**config.mk**
```make
export PLATFORM = sky130hd
export DESIGN_NAME = cpu_status_writer
export DESIGN_NICKNAME = d
export VERILOG_FILES = /design/src/rtl/cpu_status_writer_pkg.sv /design/src/rtl/cpu_qphase_counter.sv /design/src/rtl/cpu_status_writer.sv
export SDC_FILE = /design/constraint.sdc
export NUM_CORES = 1
export LEC_CHECK = 0
export ABC_CLOCK_PERIOD_IN_PS = 2000
export BUFFER_PORTS_ARGS = -buffer_cell sky130_fd_sc_hd__buf_2
export CORE_AREA = 2 2 55 57
export CTS_CLUSTER_SIZE = 12
export DETAILED_ROUTE_END_ITERATION = 10
export DIE_AREA = 0 0 57 59
export PLACE_DENSITY = 0.71
export REMOVE_ABC_BUFFERS = 1
export SETUP_SLACK_MARGIN = 0.5
export SLEW_MARGIN = 20
export SYNTH_ARGS = -nofsm -noshare
export SYNTH_HDL_FRONTEND = slang
export SYNTH_SLANG_ARGS = --single-unit
```
**constraint.sdc**
```tcl
create_clock -name clk -period 2 [get_ports clk]
set_input_delay 0 -clock clk [delete_from_list [all_inputs] [get_ports clk]]
set_output_delay 0 -clock clk [all_outputs]
set_load 0.02 [all_outputs]
```
**src/rtl/cpu_status_writer_pkg.sv**
```systemverilog
// Purpose : shared STATUS-interface definitions (flag bit positions, file address, Q-phase encodings).
// Latency : n/a (definitions only).
// Backpr. : n/a (definitions only).
package cpu_status_writer_pkg;

    // Bit positions of the flags inside STATUS and inside the 3-bit flag lanes
    localparam int STATUS_C  = 0;
    localparam int STATUS_DC = 1;
    localparam int STATUS_Z  = 2;

    // File-register address of STATUS
    localparam logic [4:0] DEF_STATUS_ADDR = 5'h03;

    // Four-phase instruction timing
    typedef enum logic [1:0] {
        Q0 = 2'd0,
        Q1 = 2'd1,
        Q2 = 2'd2,
        Q3 = 2'd3
    } q_phase_e;

    // Flag lane layout {Z,DC,C}
    typedef struct packed {
        logic z;
        logic dc;
        logic c;
    } flags_t;

    // Execute-stage state sampled once per instruction
    typedef struct packed {
        logic       valid;
        logic       hit;
        logic [2:0] mask;
        flags_t     flags;
        logic [7:0] result;
    } capture_t;

    // One-clock load strobes towards the status register
    typedef struct packed {
        logic ld;
        logic z;
        logic dc;
        logic c;
    } strobe_t;

endpackage

```
**src/rtl/cpu_qphase_counter.sv**
```systemverilog
// Purpose : 2-bit Q0..Q3 instruction phase counter, reusable by fetch/decode.
// Latency : advances one phase per clk edge; q_phase is the registered state.
// Backpr. : stall=1 holds the current phase.
// Ports   : clk, rst (async active-low), stall -> q_phase[1:0]
module cpu_qphase_counter
    import cpu_status_writer_pkg::*;
(
    input  logic       clk,
    input  logic       rst,
    input  logic       stall,
    output logic [1:0] q_phase
);

    q_phase_e phase_q;
    q_phase_e phase_d;

    always_ff @(posedge clk or negedge rst) begin
        if (!rst) begin
            phase_q <= Q0;
        end else begin
            phase_q <= phase_d;
        end
    end

    always_comb begin
        phase_d = phase_q;
        if (!stall) begin
            case (phase_q)
                Q0:      phase_d = Q1;
                Q1:      phase_d = Q2;
                Q2:      phase_d = Q3;
                default: phase_d = Q0;
            endcase
        end
    end

    assign q_phase = phase_q;

endmodule

```
**src/rtl/cpu_status_writer.sv**
```systemverilog
// Purpose : samples execute-stage ALU outputs, derives C/DC/Z, detects STATUS file writes, drives status load strobes.
// Latency : inputs sampled on the edge ending Q_CAPTURE; strobes high for the first clk of Q_WRITE.
// Backpr. : stall freezes phase and captured state; a stalled Q_WRITE keeps strobes for one clk only.
// Ports   : clk, rst (async active-low), stall, ex_valid, ex_squash, ex_flag_mask[2:0] {Z,DC,C},
//           alu_result[7:0], alu_c, alu_dc, ex_dest_file, ex_file_addr[4:0]
//           -> q_phase[1:0], alu_to_status[7:0], status_bus[2:0], load_status_reg,
//              status_c_load, status_dc_load, status_z_load
module cpu_status_writer
    import cpu_status_writer_pkg::*;
#(
    parameter logic [4:0] STATUS_ADDR = DEF_STATUS_ADDR,
    parameter logic [1:0] Q_CAPTURE   = 2'd2,
    parameter logic [1:0] Q_WRITE     = 2'd3
) (
    input  logic       clk,
    input  logic       rst,
    input  logic       stall,
    input  logic       ex_valid,
    input  logic       ex_squash,
    input  logic [2:0] ex_flag_mask,
    input  logic [7:0] alu_result,
    input  logic       alu_c,
    input  logic       alu_dc,
    input  logic       ex_dest_file,
    input  logic [4:0] ex_file_addr,
    output logic [1:0] q_phase,
    output logic [7:0] alu_to_status,
    output logic [2:0] status_bus,
    output logic       load_status_reg,
    output logic       status_c_load,
    output logic       status_dc_load,
    output logic       status_z_load
);

    // Strobes are loaded on the edge that enters Q_WRITE
    localparam logic [1:0] PRE_WRITE = Q_WRITE - 2'd1;

    logic [1:0] q_phase_w;
    logic       capture_en;
    logic       write_en;

    capture_t   cap_q;
    capture_t   cap_d;
    strobe_t    strb_q;
    strobe_t    strb_d;
    flags_t     bus_q;
    flags_t     bus_d;
    logic [7:0] data_q;
    logic [7:0] data_d;

    cpu_qphase_counter u_qphase (
        .clk     (clk),
        .rst     (rst),
        .stall   (stall),
        .q_phase (q_phase_w)
    );

    always_ff @(posedge clk or negedge rst) begin
        if (!rst) begin
            cap_q  <= '0;
            strb_q <= '0;
            bus_q  <= '0;
            data_q <= '0;
        end else begin
            cap_q  <= cap_d;
            strb_q <= strb_d;
            bus_q  <= bus_d;
            data_q <= data_d;
        end
    end

    always_comb begin
        capture_en = !stall && (q_phase_w == Q_CAPTURE);
        write_en   = !stall && (q_phase_w == PRE_WRITE);

        cap_d  = cap_q;
        strb_d = '0;
        bus_d  = bus_q;
        data_d = data_q;

        if (capture_en) begin
            cap_d.valid    = ex_valid & ~ex_squash;
            cap_d.hit      = ex_dest_file & (ex_file_addr == STATUS_ADDR);
            cap_d.mask     = ex_flag_mask;
            cap_d.flags.z  = (alu_result == 8'h00);
            cap_d.flags.dc = alu_dc;
            cap_d.flags.c  = alu_c;
            cap_d.result   = alu_result;
        end

        // Uses cap_d so capture and strobe load may share one edge (default Q2 -> Q3)
        if (write_en) begin
            strb_d.c  = cap_d.valid & cap_d.mask[STATUS_C];
            strb_d.dc = cap_d.valid & cap_d.mask[STATUS_DC];
            strb_d.z  = cap_d.valid & cap_d.mask[STATUS_Z];
            strb_d.ld = cap_d.valid & cap_d.hit;
            // Data lanes only move together with a strobe; otherwise they hold
            if (strb_d != '0) begin
                bus_d  = cap_d.flags;
                data_d = cap_d.result;
            end
        end
    end

    assign q_phase         = q_phase_w;
    assign alu_to_status   = data_q;
    assign status_bus      = bus_q;
    assign load_status_reg = strb_q.ld;
    assign status_c_load   = strb_q.c;
    assign status_dc_load  = strb_q.dc;
    assign status_z_load   = strb_q.z;

endmodule

```
Word-level counts from Yosys, hierarchy flattened
Index checks and enable logic that the tools add are counted.
{"block": "totals", "ff_bits": 33, "in_bits": 24, "wordCells": 35}
{"block": "classes", "n_eq_ne": 3, "muxes": 3, "bitwise": 7, "n_reduce_logical": 6}
{"operator": "two-way mux 16 bit", "n": 1}
{"operator": "logical NOT 8 bit", "n": 1}
{"operator": "bitwise AND 1 bit", "n": 6}
{"operator": "one-hot mux 2 bit (3 select lines)", "n": 1}
{"operator": "equality test 5 x 2 -> 1 bit, second input constant", "n": 1}
{"operator": "two-way mux 4 bit", "n": 1}
{"operator": "nonzero test 4 bit", "n": 1}
{"operator": "equality test 2 x 1 -> 1 bit, second input constant", "n": 1}
{"operator": "equality test 2 bit, second input constant", "n": 1}
{"operator": "logical NOT 2 bit", "n": 1}
{"operator": "AND reduction 2 bit", "n": 1}
{"operator": "logical AND 1 bit", "n": 1}
{"operator": "logical NOT 1 bit", "n": 1}
{"operator": "inverter 1 bit", "n": 1}

Logic depth before layout (Yosys ltp)
Gate-level depths: netlist of run 1.
{"block": "depth", "word_depth": 6, "mapped_depth": 8}

By module
Synthesis of run 1 repeated with hierarchy kept, for this count alone.
{"block": "unflattened", "cells_unflattened": 57, "area_unflattened_um2": 815.8}
{"module": "cpu_status_writer", "instances": 1, "cells_per_inst": 46, "area_per_inst_um2": 690.7}
{"module": "cpu_qphase_counter", "instances": 1, "cells_per_inst": 11, "area_per_inst_um2": 125.1}

Worst setup path before layout of run 1
Ideal clock, no wire load.
{"block": "synth_timing", "kind": "flip-flop to flip-flop", "start": "reg u_qphase.phase_q[0] (netlist: u_qphase.q_phase[0])", "end": "reg data_q[1] (netlist: alu_to_status[1])", "setup_ns": 0.125, "arrival_time_ns": 1.840, "path_slack_ns": 0.034, "stages_incl_launch_ff": 9, "path_buffers": 2, "synth_period_minus_slack_ns": 1.966, "cell_sequence": "dfrtp_1 -> inv_1 -> ha_1 -> nand2b_4 -> buf_6 -> nor3b_4 -> a21bo_2 -> buf_6 -> mux2_4"}
{"block": "synth_via", "elab_chain_len": 6, "elab_cells_between_ends": 9, "cone_classes": "eq/ne: 1; mux: 1; bitwise: 4; reduce/logical: 3"}
{"element": "start, declared", "line": "cpu_qphase_counter.sv:14", "source": "q_phase_e phase_q;"}
{"element": "start signal, assigned", "line": "cpu_qphase_counter.sv:21", "source": "phase_q <= phase_d;"}
{"element": "equality test 2 bit *", "line": "cpu_status_writer.sv:73, cpu_status_writer.sv:74"}
{"element": "logical AND 1 bit *", "line": "cpu_status_writer.sv:73, cpu_status_writer.sv:74"}
{"element": "two-way mux 16 bit", "line": "cpu_status_writer.sv:81", "source": "if (capture_en) begin"}
{"element": "bitwise AND 1 bit (on tied branches)"}
{"element": "nonzero test 4 bit", "line": "cpu_status_writer.sv:98", "source": "if (strb_d != '0) begin"}
{"element": "AND reduction 2 bit (no source line)"}
{"element": "end signal, assigned", "line": "cpu_status_writer.sv:68", "source": "data_q <= data_d;"}
{"element": "end, declared", "line": "cpu_status_writer.sv:48", "source": "logic [7:0] data_q;"}
Mark *: on every way between the ends. The rest lies on a longest branch, timed or not.
A chain may end at the register's enable or synchronous reset.

Final worst setup path of run 1
{"block": "layout_timing", "start": "reg u_qphase.phase_q[0] (netlist: u_qphase.q_phase[0])", "end": "reg data_q[3] (netlist: alu_to_status[3])"}
Same word-level chain as after synthesis.

==> results of run 1 <==
-- synthesized netlist by cell type, drive strengths merged --
cell	number	area share [%]
mux2i	1	0.88
buf	3	2.4
a21oi	1	0.44
nor4b	1	0.77
dfrtp	27	60
ha	2	2.2
nor4	2	1.1
inv	3	0.99
nor3b	1	1.7
nor2b	1	0.55
nand2b	1	1.2
a21bo	1	0.88
nand3	1	0.44
and2	3	1.7
nor3	2	0.88
nand2	1	0.33
mux2	21	24
-- repair_timing --
item / 4_1_cts / 5_1_grt
pin swaps: 2 / 1
setup endpoints to repair: 11 / 11
gates cloned: 1 / 0
gates resized for setup: 6 / 0
hold buffers: 15 / 0
hold endpoints to repair: 43 / 0
buffers inserted: 4 / 1
-- final cells by class --
cell class,count,area share (%)
Tap cell,31,2.42
Sequential cell,27,42.1
Timing Repair Buffer,61,24.9
Clock buffer,4,1.64
Inverter,3,0.702
Multi-Input combinational cell,40,28.2
-- layout by cell type (no fill, tap or decap), types with 3 or more instances in the layout --
cell	count
buf_2	40
clkbuf_4	3
dlygate4sd3_1	15
mux2_2	12
and2_1	3
dfrtp_1	27
buf_4	5
mux2_4	9
-- cells by family after synthesis --
family	after synthesis	share of synthesized area, %
multiplexers	22	24.8
adder cells (fa/ha/maj)	2	2.21
AO/OA/AOI/OAI	2	1.33
flip-flops	27	59.7
buffers and inverters	6	3.42
AND/OR/NAND/NOR	13	8.62
-- per-layer routing --
layer	GRT usage (%)	part of all wire [%]
met1	17.9	40
met2	28.7	53
met3	4.59	6.1
met4	2.99	0.53
met5	0	0
-- worst max-delay path by stage --
stage	start	to	depth (start not counted)
4_1_cts	u_qphase.q_phase[0]$_DFFE_PN0N_	alu_to_status[7]$_DFFE_PN0P_	6
3_3_place_gp	u_qphase.q_phase[0]$_DFFE_PN0N_	alu_to_status[6]$_DFFE_PN0P_	6
6_report	u_qphase.q_phase[0]$_DFFE_PN0N_	alu_to_status[3]$_DFFE_PN0P_	6
5_1_grt	u_qphase.q_phase[0]$_DFFE_PN0N_	status_bus[0]$_DFFE_PN0P_	6
2_1_floorplan	u_qphase.q_phase[0]$_DFFE_PN0N_	alu_to_status[1]$_DFFE_PN0P_	6
3_5_place_dp	u_qphase.q_phase[0]$_DFFE_PN0N_	alu_to_status[7]$_DFFE_PN0P_	6
-- worst max-delay path: stages (launching register included) --
cell      delay (ns)
dfrtp_1         0.41
inv_2           0.08
ha_4            0.14
nand2b_4        0.06
nor3b_4         0.24
a21bo_4         0.31
mux2_4          0.31
-- power breakdown --
part           total (mW)  leakage, nW  internal, mW  switching (mW)
Combinational       0.826        0.483         0.434           0.392
Clock               0.226       0.0150        0.0780           0.148
Sequential          0.860        0.337         0.765          0.0949
==> impl_metrics.ini, run 1 <==
[outcome]
status = completed

[pwr]
pwr_density_cell_nw_per_um2 = 1190
peakVddDrop_v = 0.000994
finalPower_mw = 1.91
p_leak_nw = 0.835

[cts]
cts_buffers = 3
insertion_delay_ns = 0.31
cts_max_level = 1
clockBufferDepth = 2
cts_sinks = 27
cts.clk_slew.worst_paths_ns = 0.13
root_buffer = clkbuf_4
cts_tree = yes

[layout]
largest_reg_flops = 10
largest_register = cap_q
layoutNonFillerInstCount = 166
drive_above_1_share_pct = 56.3
finalCoreUtilization_pct = 59.2
final_nets = 162
nFillCells = 233
multi_input_area_um2 = 453
diodes = 0
seq_area_um2 = 676
area_growth_pct = 41.7
design_area_um2 = 1600

[drt]
ant_nets = 0
route.detailed.drc = 0
viasPerCell = 4.72
vias = 783
avgRoutedWirePerCell_um = 13.7
firstDrtPassIters = 4
wirelength_um = 2280
drt_iter0_markers = 8

[sta]
relSlewSlack_pct = 61.3
rsz0062_at_grt = true
fin_tns_setup_ns = 0
period_minus_slack_ns = 1.64
setup_slack_ns = 0.355
setup_viol = 0
holdWs_ns = 0.0217
slew_viol_final = 0
clock_skew_ns = 0.00340
hold_viol_final = 0
fmax_ghz = 0.608
tightest_slew_ns = 0.580
fin_crit_sh_pct = 82.2

[floorplan]
ios = 41
die_w_um = 57
core-area_um2 = 2710
dieArea_um2 = 3360
fp-row-count = 19
die_h_um = 59
start_util_pct = 41.8

[yosys]
ys_ff_latch = 27
syn_inst = 72
synth_cell_types = 19
syn_area_per_cell_um2 = 15.7
syn_area_um2 = 1130
yosys_warnings = 0
ys_seq_area_share_pct = 59.7

[global_route]
grt_max_degree = 28
antenna_found_initial = 0
grt_pass1_wl_um = 3930
grt_usage_pct = 15.5
grt_pass1_vias = 852
gr-total-overflow = 0

[critical_path]
reg2reg_depth = 6
cp.arrival_ns = 1.86
required_ns = 2.21
critPathMaxFanout = 6
critPathKind = reg2reg
regToRegEndpoint = alu_to_status[3]$_DFFE_PN0P_
cp-start-kind = flip-flop
rrSetupSlack_ns = 0.36
reg2reg_from = u_qphase.q_phase[0]$_DFFE_PN0N_
end_kind = flip-flop

[run]
drv_cap = 0

[place]
dp.cells = 141
dp_slack_ns = 0.142
routabilityCongestion = 0.689
dpl_cell_area_um2 = 1350
dp_hpwl_um = 1490
io_buffers = 40

[hold_path]
hold-path-endpoint = load_status_reg$_DFF_PN0_
whs_path_depth = 3
min_from = ex_file_addr[0]
hold_path_class = in2reg
(Power assumes the default switching activity.)
==> run 2, diff against run 1 <==
--- a/config.mk
+++ b/config.mk
@@ -5,13 +5,14 @@
 export SDC_FILE = /design/constraint.sdc
 export NUM_CORES = 1
 export LEC_CHECK = 0
-export ABC_CLOCK_PERIOD_IN_PS = 2000
+export ABC_AREA = 1
+export ABC_CLOCK_PERIOD_IN_PS = 1700
 export BUFFER_PORTS_ARGS = -buffer_cell sky130_fd_sc_hd__buf_2
-export CORE_AREA = 2 2 55 57
+export CORE_AREA = 2 2 56 58
 export CTS_CLUSTER_SIZE = 12
 export DETAILED_ROUTE_END_ITERATION = 10
-export DIE_AREA = 0 0 57 59
-export PLACE_DENSITY = 0.71
+export DIE_AREA = 0 0 58 60
+export PLACE_DENSITY = 0.73
 export REMOVE_ABC_BUFFERS = 1
 export SETUP_SLACK_MARGIN = 0.5
 export SLEW_MARGIN = 20
==> constraint.sdc (replaced) <==
create_clock -name clk -period 1.7 [get_ports clk]
set_input_delay 0 -clock clk [delete_from_list [all_inputs] [get_ports clk]]
set_output_delay 0 -clock clk [all_outputs]
set_load 0.02 [all_outputs]
==> run 2 against run 1 <==
  * Sequential power is 30% higher
  * Utilization rose by 10 points
  * Via count increased by 62%
  * Non-clock buffer count is 9 higher
  * Critical path type unchanged
  * Largest power group is now combinational cells
==> impl_metrics.ini, run 2 <==
[global_route]
grt_max_degree = 32
grt_pass1_vias = 1270
grt_pass1_wl_um = 5580
gr-total-overflow = 0
antenna_found_initial = 0
grt_usage_pct = 21.9

[pwr]
pwr_density_cell_nw_per_um2 = 1420
p_leak_nw = 1.11
pwr-share-seq_pct = 39.1
p_sw_share_pct = 38.9
peakVddDrop_v = 0.000864
power.switching_mw = 1.12
p_clk_share_pct = 16.9
finalPower_mw = 2.87
p_int_mw = 1.75
comb_power_share_pct = 44.0

[cts]
cts_sinks = 31
insertion_delay_ns = 0.33
cts.clk_slew.worst_paths_ns = 0.09
clockBufferDepth = 2
cts_max_level = 2
cts_tree = yes
cts_buffers = 5
root_buffer = clkbuf_4

[yosys]
synth-edff-count = 0
syn_area_um2 = 1330
syn_inst = 150
yosys_warnings = 0
synth_area_leaders = dfrtp_1 (58%), nand2_1 (16%), nand3_1 (4.9%)
ys_async_sr_fraction_pct = 100
ys_seq_area_share_pct = 58.4
synthFlopType = dfrtp_1
synthDominantCellAreaShare_pct = 58.4
syn_area_per_cell_um2 = 8.85
ys_top_cells_by_count = nand2_1 (57), dfrtp_1 (31), inv_1 (15)
synth_largest_area_cell = dfrtp_1
ys_ff_latch = 31
synth_most_common_cell = nand2_1
synth_cell_types = 19

[layout]
seq_area_um2 = 776
multi_input_area_um2 = 569
largest_register = cap_q
diodes = 0
finalCoreUtilization_pct = 69.4
final_nets = 248
nFillCells = 214
design_area_um2 = 2010
largest_reg_flops = 14
area_growth_pct = 51.6
drive_above_1_share_pct = 40.8
final_common_cell = nand2_1
final_cell_mix = nand2_1 (45), buf_2 (40), dfrtp_1 (31), dlygate4sd3_1 (17)

[floorplan]
start_util_pct = 45.7
ios = 41
die_h_um = 60
core-area_um2 = 2900
fp-row-count = 20
die_w_um = 58
dieArea_um2 = 3480

[critical_path]
cp-start-kind = flip-flop
slowest_stage = dfrtp_1
cp_common_cell = nor2_4
required_ns = 1.92
crit_chain = inv_2 -> ha_4 -> inv_2 -> nor2_4 -> nand2_4 -> nor2_4 -> nor2_4 -> buf_4 -> nand3_1 -> nand2_1
end_kind = flip-flop
critPathKind = reg2reg
cpPeakStageDelay_ns = 0.40
startpoint = u_qphase.q_phase[0]$_DFFE_PN0N_
cp.arrival_ns = 1.76
critPathMaxFanout = 5
reg2reg_from = u_qphase.q_phase[0]$_DFFE_PN0N_

[sta]
fin_tns_setup_ns = 0
setup_slack_ns = 0.151
period_minus_slack_ns = 1.55
fmax_ghz = 0.646
tightest_slew_ns = 0.671
hold_viol_final = 0
fin_crit_sh_pct = 91.1
setup_viol = 0
clock_skew_ns = 0.00367
slew_viol_final = 0
rsz0062_at_grt = true
relSlewSlack_pct = 55.3

[place]
io_buffers = 40
dp_slack_ns = -0.0502
dpl_cell_area_um2 = 1570
dp_hpwl_um = 2080
routabilityCongestion = 0.786

[drt]
vias = 1265
drt_iter0_markers = 44
viasPerCell = 4.94
ant_nets = 0
avgRoutedWirePerCell_um = 13.9
firstDrtPassIters = 5
wirelength_um = 3570
route.detailed.drc = 0

[run]
drv_cap = 0

[outcome]
status = completed

[hold_path]
hold_path_class = in2reg
min_from = ex_file_addr[4]
[run 2: critical path: cells and delay by family, from the launching register on]
family,cells,cell delay [ns]
AND/OR/NAND/NOR,6,0.58
flip-flops,1,0.40
adder cells (fa/ha/maj),1,0.17
buffers and inverters,3,0.29
[run 2: layout make-up]
class	count	area share, %
Inverter	17	3.17
Timing Repair Buffer	70	24.5
Sequential cell	31	38.5
Clock buffer	8	3.42
Tap cell	33	2.05
Multi-Input combinational cell	97	28.3
[run 2: final timing paths]
kind / depth (start not counted) / end / slack [ns]
worst min-delay path: 4 / load_status_reg$_DFF_PN0_ / 0.007
worst min register to register: 2 / cap_q[10]$_DFF_PN0_ / 0.48
worst max-delay path: 10 / alu_to_status[4]$_DFFE_PN0P_ / 0.15
worst max register to register: 10 / alu_to_status[4]$_DFFE_PN0P_ / 0.15
min in group asynchronous: 2 / cap_q[3]$_DFF_PN0_ / 0.23
max in group asynchronous: 2 / alu_to_status[2]$_DFFE_PN0P_ / 1.03
[run 2: timing repair]
| item | CTS | global route |
|---|---|---|
| pin swaps | 7 | 3 |
| hold endpoints to repair | 47 | 1 |
| hold buffers | 16 | 1 |
| buffers inserted | 6 | 1 |
| setup endpoints to repair | 25 | 24 |
| cloned | 0 | 0 |
| gates resized for setup | 30 | 11 |
[run 2: kinds of logic (layout without fill, tap and decap cells)]
kind of cell	count (synthesis)	after routing	synth area share (%)
DFF	31	31	58.4
buffers and inverters	22	95	8.01
AOI/OAI and AO/OA	6	6	2.54
and+or+nand+nor	89	89	29.1
adders and majority gates	2	2	1.88
[run 2: per-stage QoR]
stage | instances | hold WS, ns
after global placement | 224 | 0.0651
after floorplan | 145 | -0.296
after detailed placement | 224 | 0.0767
after global routing | 256 | 0.00663
after CTS | 254 | 0.00206
final | 256 | 0.00679
[run 2: power by group through the flow]
stage | Sequential [mW] | Clock (mW) | Combinational, mW
floorplan | 1.26 | 0 | 0.451
global placement | 1.11 | 0 | 0.904
detailed placement | 1.13 | 0 | 0.930
CTS | 1.12 | 0.496 | 1.16
global route | 1.15 | 0.537 | 1.37
finish | 1.12 | 0.485 | 1.26
[run 2: routing by layer]
layer / vias to the layer above / track usage (%) / part of all wire (%)
met1: 590 / 26.8 / 40
met4: 0 / 7.97 / 1.8
met2: 61 / 36.0 / 52
li1: 603 / - / -
met5: - / 0 / 0
met3: 11 / 7.58 / 6.6
==> run 3, diff against run 2 <==
--- a/config.mk
+++ b/config.mk
@@ -7,7 +7,7 @@
 export LEC_CHECK = 0
 export ABC_AREA = 1
 export ABC_CLOCK_PERIOD_IN_PS = 1700
-export BUFFER_PORTS_ARGS = -buffer_cell sky130_fd_sc_hd__buf_2
+export BUFFER_PORTS_ARGS = -buffer_cell sky130_fd_sc_hd__clkbuf_2
 export CORE_AREA = 2 2 56 58
 export CTS_CLUSTER_SIZE = 12
 export DETAILED_ROUTE_END_ITERATION = 10
==> run 3 against run 2 <==
  * Critical path type unchanged
  * Clock power up 2%
  * Clock skew up 0.0037 ns
  * Design area up 1.1%
  * Highest routed layer unchanged
  * Sequential power about the same
  * Register-to-register slack worse by 0.03 ns
  * Via count is 0.55% lower
  * Global-route usage is 1.2 points lower
  * Worst setup slack got worse by 0.028 ns
  * Utilization increased by 0.73 points
==> impl_metrics.ini, run 3 (synthesis results as in run 2) <==
[drt]
viasPerCell = 4.88
firstDrtPassIters = 4
vias = 1258
ant_nets = 0
avgRoutedWirePerCell_um = 13.9
route.detailed.drc = 0
wirelength_um = 3580
drt_iter0_markers = 31

[sta]
rsz0062_at_grt = true
clock_skew_ns = 0.00733
fmax_ghz = 0.634
slew_viol_final = 0
fin_tns_setup_ns = 0
period_minus_slack_ns = 1.58
hold_viol_final = 0
setup_viol = 0
fin_crit_sh_pct = 92.8
tightest_slew_ns = 0.746
relSlewSlack_pct = 50.3

[cts]
cts_tree = yes
insertion_delay_ns = 0.34
clockBufferDepth = 2
cts_buffers = 5
cts_sinks = 31
cts.clk_slew.worst_paths_ns = 0.10
cts_max_level = 2
root_buffer = clkbuf_4

[layout]
final_nets = 250
largest_reg_flops = 14
drive_above_1_share_pct = 42.2
final_common_cell = nand2_1
final_cell_mix = nand2_1 (49), clkbuf_2 (40), dfrtp_1 (31), dlygate4sd3_1 (15), inv_1 (13)
largest_register = cap_q
area_growth_pct = 53.3
nFillCells = 206
diodes = 0

[place]
dp_hpwl_um = 2130
io_buffers = 40
routabilityCongestion = 0.812

[pwr]
peakVddDrop_v = 0.000895
p_leak_nw = 1.13
pwr_density_cell_nw_per_um2 = 1420
finalPower_mw = 2.89

[global_route]
grt_pass1_vias = 1217
grt_max_degree = 32
gr-total-overflow = 0
grt_usage_pct = 20.7
grt_pass1_wl_um = 5150
antenna_found_initial = 0

[floorplan]
dieArea_um2 = 3480
die_w_um = 58
start_util_pct = 45.7
ios = 41
die_h_um = 60
fp-row-count = 20
core-area_um2 = 2900

[hold_path]
hold_path_class = in2reg

[critical_path]
end_kind = flip-flop
cp-start-kind = flip-flop
required_ns = 1.98
critPathKind = reg2reg
critPathMaxFanout = 7
cp.arrival_ns = 1.86

[outcome]
status = completed

[run]
drv_cap = 0
## run 3: cell count changes in the layout (fill, tap and decap cells not counted), sizes merged
cell / before / now
dlygate4sd3: 17 / 15
buf: 53 / 16
nand2: 61 / 62
clkbuf: 8 / 48
## run 3: worst paths after layout
kind,from,end,depth (start not counted),slack (ns)
worst min-delay path,stall,u_qphase.q_phase[1]$_DFFE_PN0N_,4,0.03
worst min register to register,cap_q[8]$_DFF_PN0_,cap_q[8]$_DFF_PN0_,2,0.49
min in group asynchronous,rst,u_qphase.q_phase[1]$_DFFE_PN0N_,2,0.25
worst max register to register,u_qphase.q_phase[0]$_DFFE_PN0N_,alu_to_status[7]$_DFFE_PN0P_,11,0.12
max in group asynchronous,rst,alu_to_status[4]$_DFFE_PN0P_,2,0.98
worst max-delay path,u_qphase.q_phase[0]$_DFFE_PN0N_,alu_to_status[7]$_DFFE_PN0P_,11,0.12
## run 3: final cells by class
cell class	instances	area [µm²]	area share, %
repair buffers	71	508	25.0
inverters	17	66.3	3.26
clock buffers	8	68.8	3.38
flip-flops and latches	31	776	38.1
well taps	33	41.3	2.03
multi-input cells	98	574	28.2
## run 3: report_power, final
part	leakage, nW	internal, mW	total [mW]	switching, mW
Sequential	0.393	1.00	1.14	0.135
Clock	0.0386	0.243	0.493	0.250
Combinational	0.699	0.507	1.26	0.749
Total	1.13	1.75	2.89	1.13
## run 3: what timing repair did
item / 4_1_cts / 5_1_grt
hold endpoints to repair: 47 / 0
endpoints found under the setup margin: 24 / 25
resized for setup: 18 / 26
cloned: 0 / 1
setup buffers: 6 / 4
hold buffers: 15 / 0
pin swaps: 5 / 8
## run 3: critical path: stages (launching register included)
cell and delay [ns]:
dfrtp_1 0.40, inv_2 0.10, ha_4 0.19, inv_4 0.04, nor2_4 0.12, nand2_1 0.09, nand2_1 0.11, nand2_2 0.07
nand2_4 0.11, buf_6 0.13, nand3_1 0.08, nand2_1 0.08
## run 3: routing by layer
layer  wire length (µm)  track usage, %  vias to the layer above  share of wire (%)
met4                 42            8.31                        0                1.2
met1               1390            22.4                      604                 39
met3                210            7.79                        5                5.9
li1                   -               -                      607                  -
met5                  0               0                        -                  0
met2               1940            36.5                       42                 54
## run 3: metrics by stage
stage               instance area, µm²  setup slack, ns  hold WS (ns)  utilization [%]  instances
detailed placement                1570          -0.0304         0.102             54.1        224
global placement                  1570           0.0180        0.0921             54.1        224
global route                      2030        -0.000125        0.0400             70.1        258
finish                            2030            0.123        0.0261             70.1        258
CTS                               1900            0.224       0.00487             65.4        253
floorplan                         1280           -0.386        -0.296                -        145
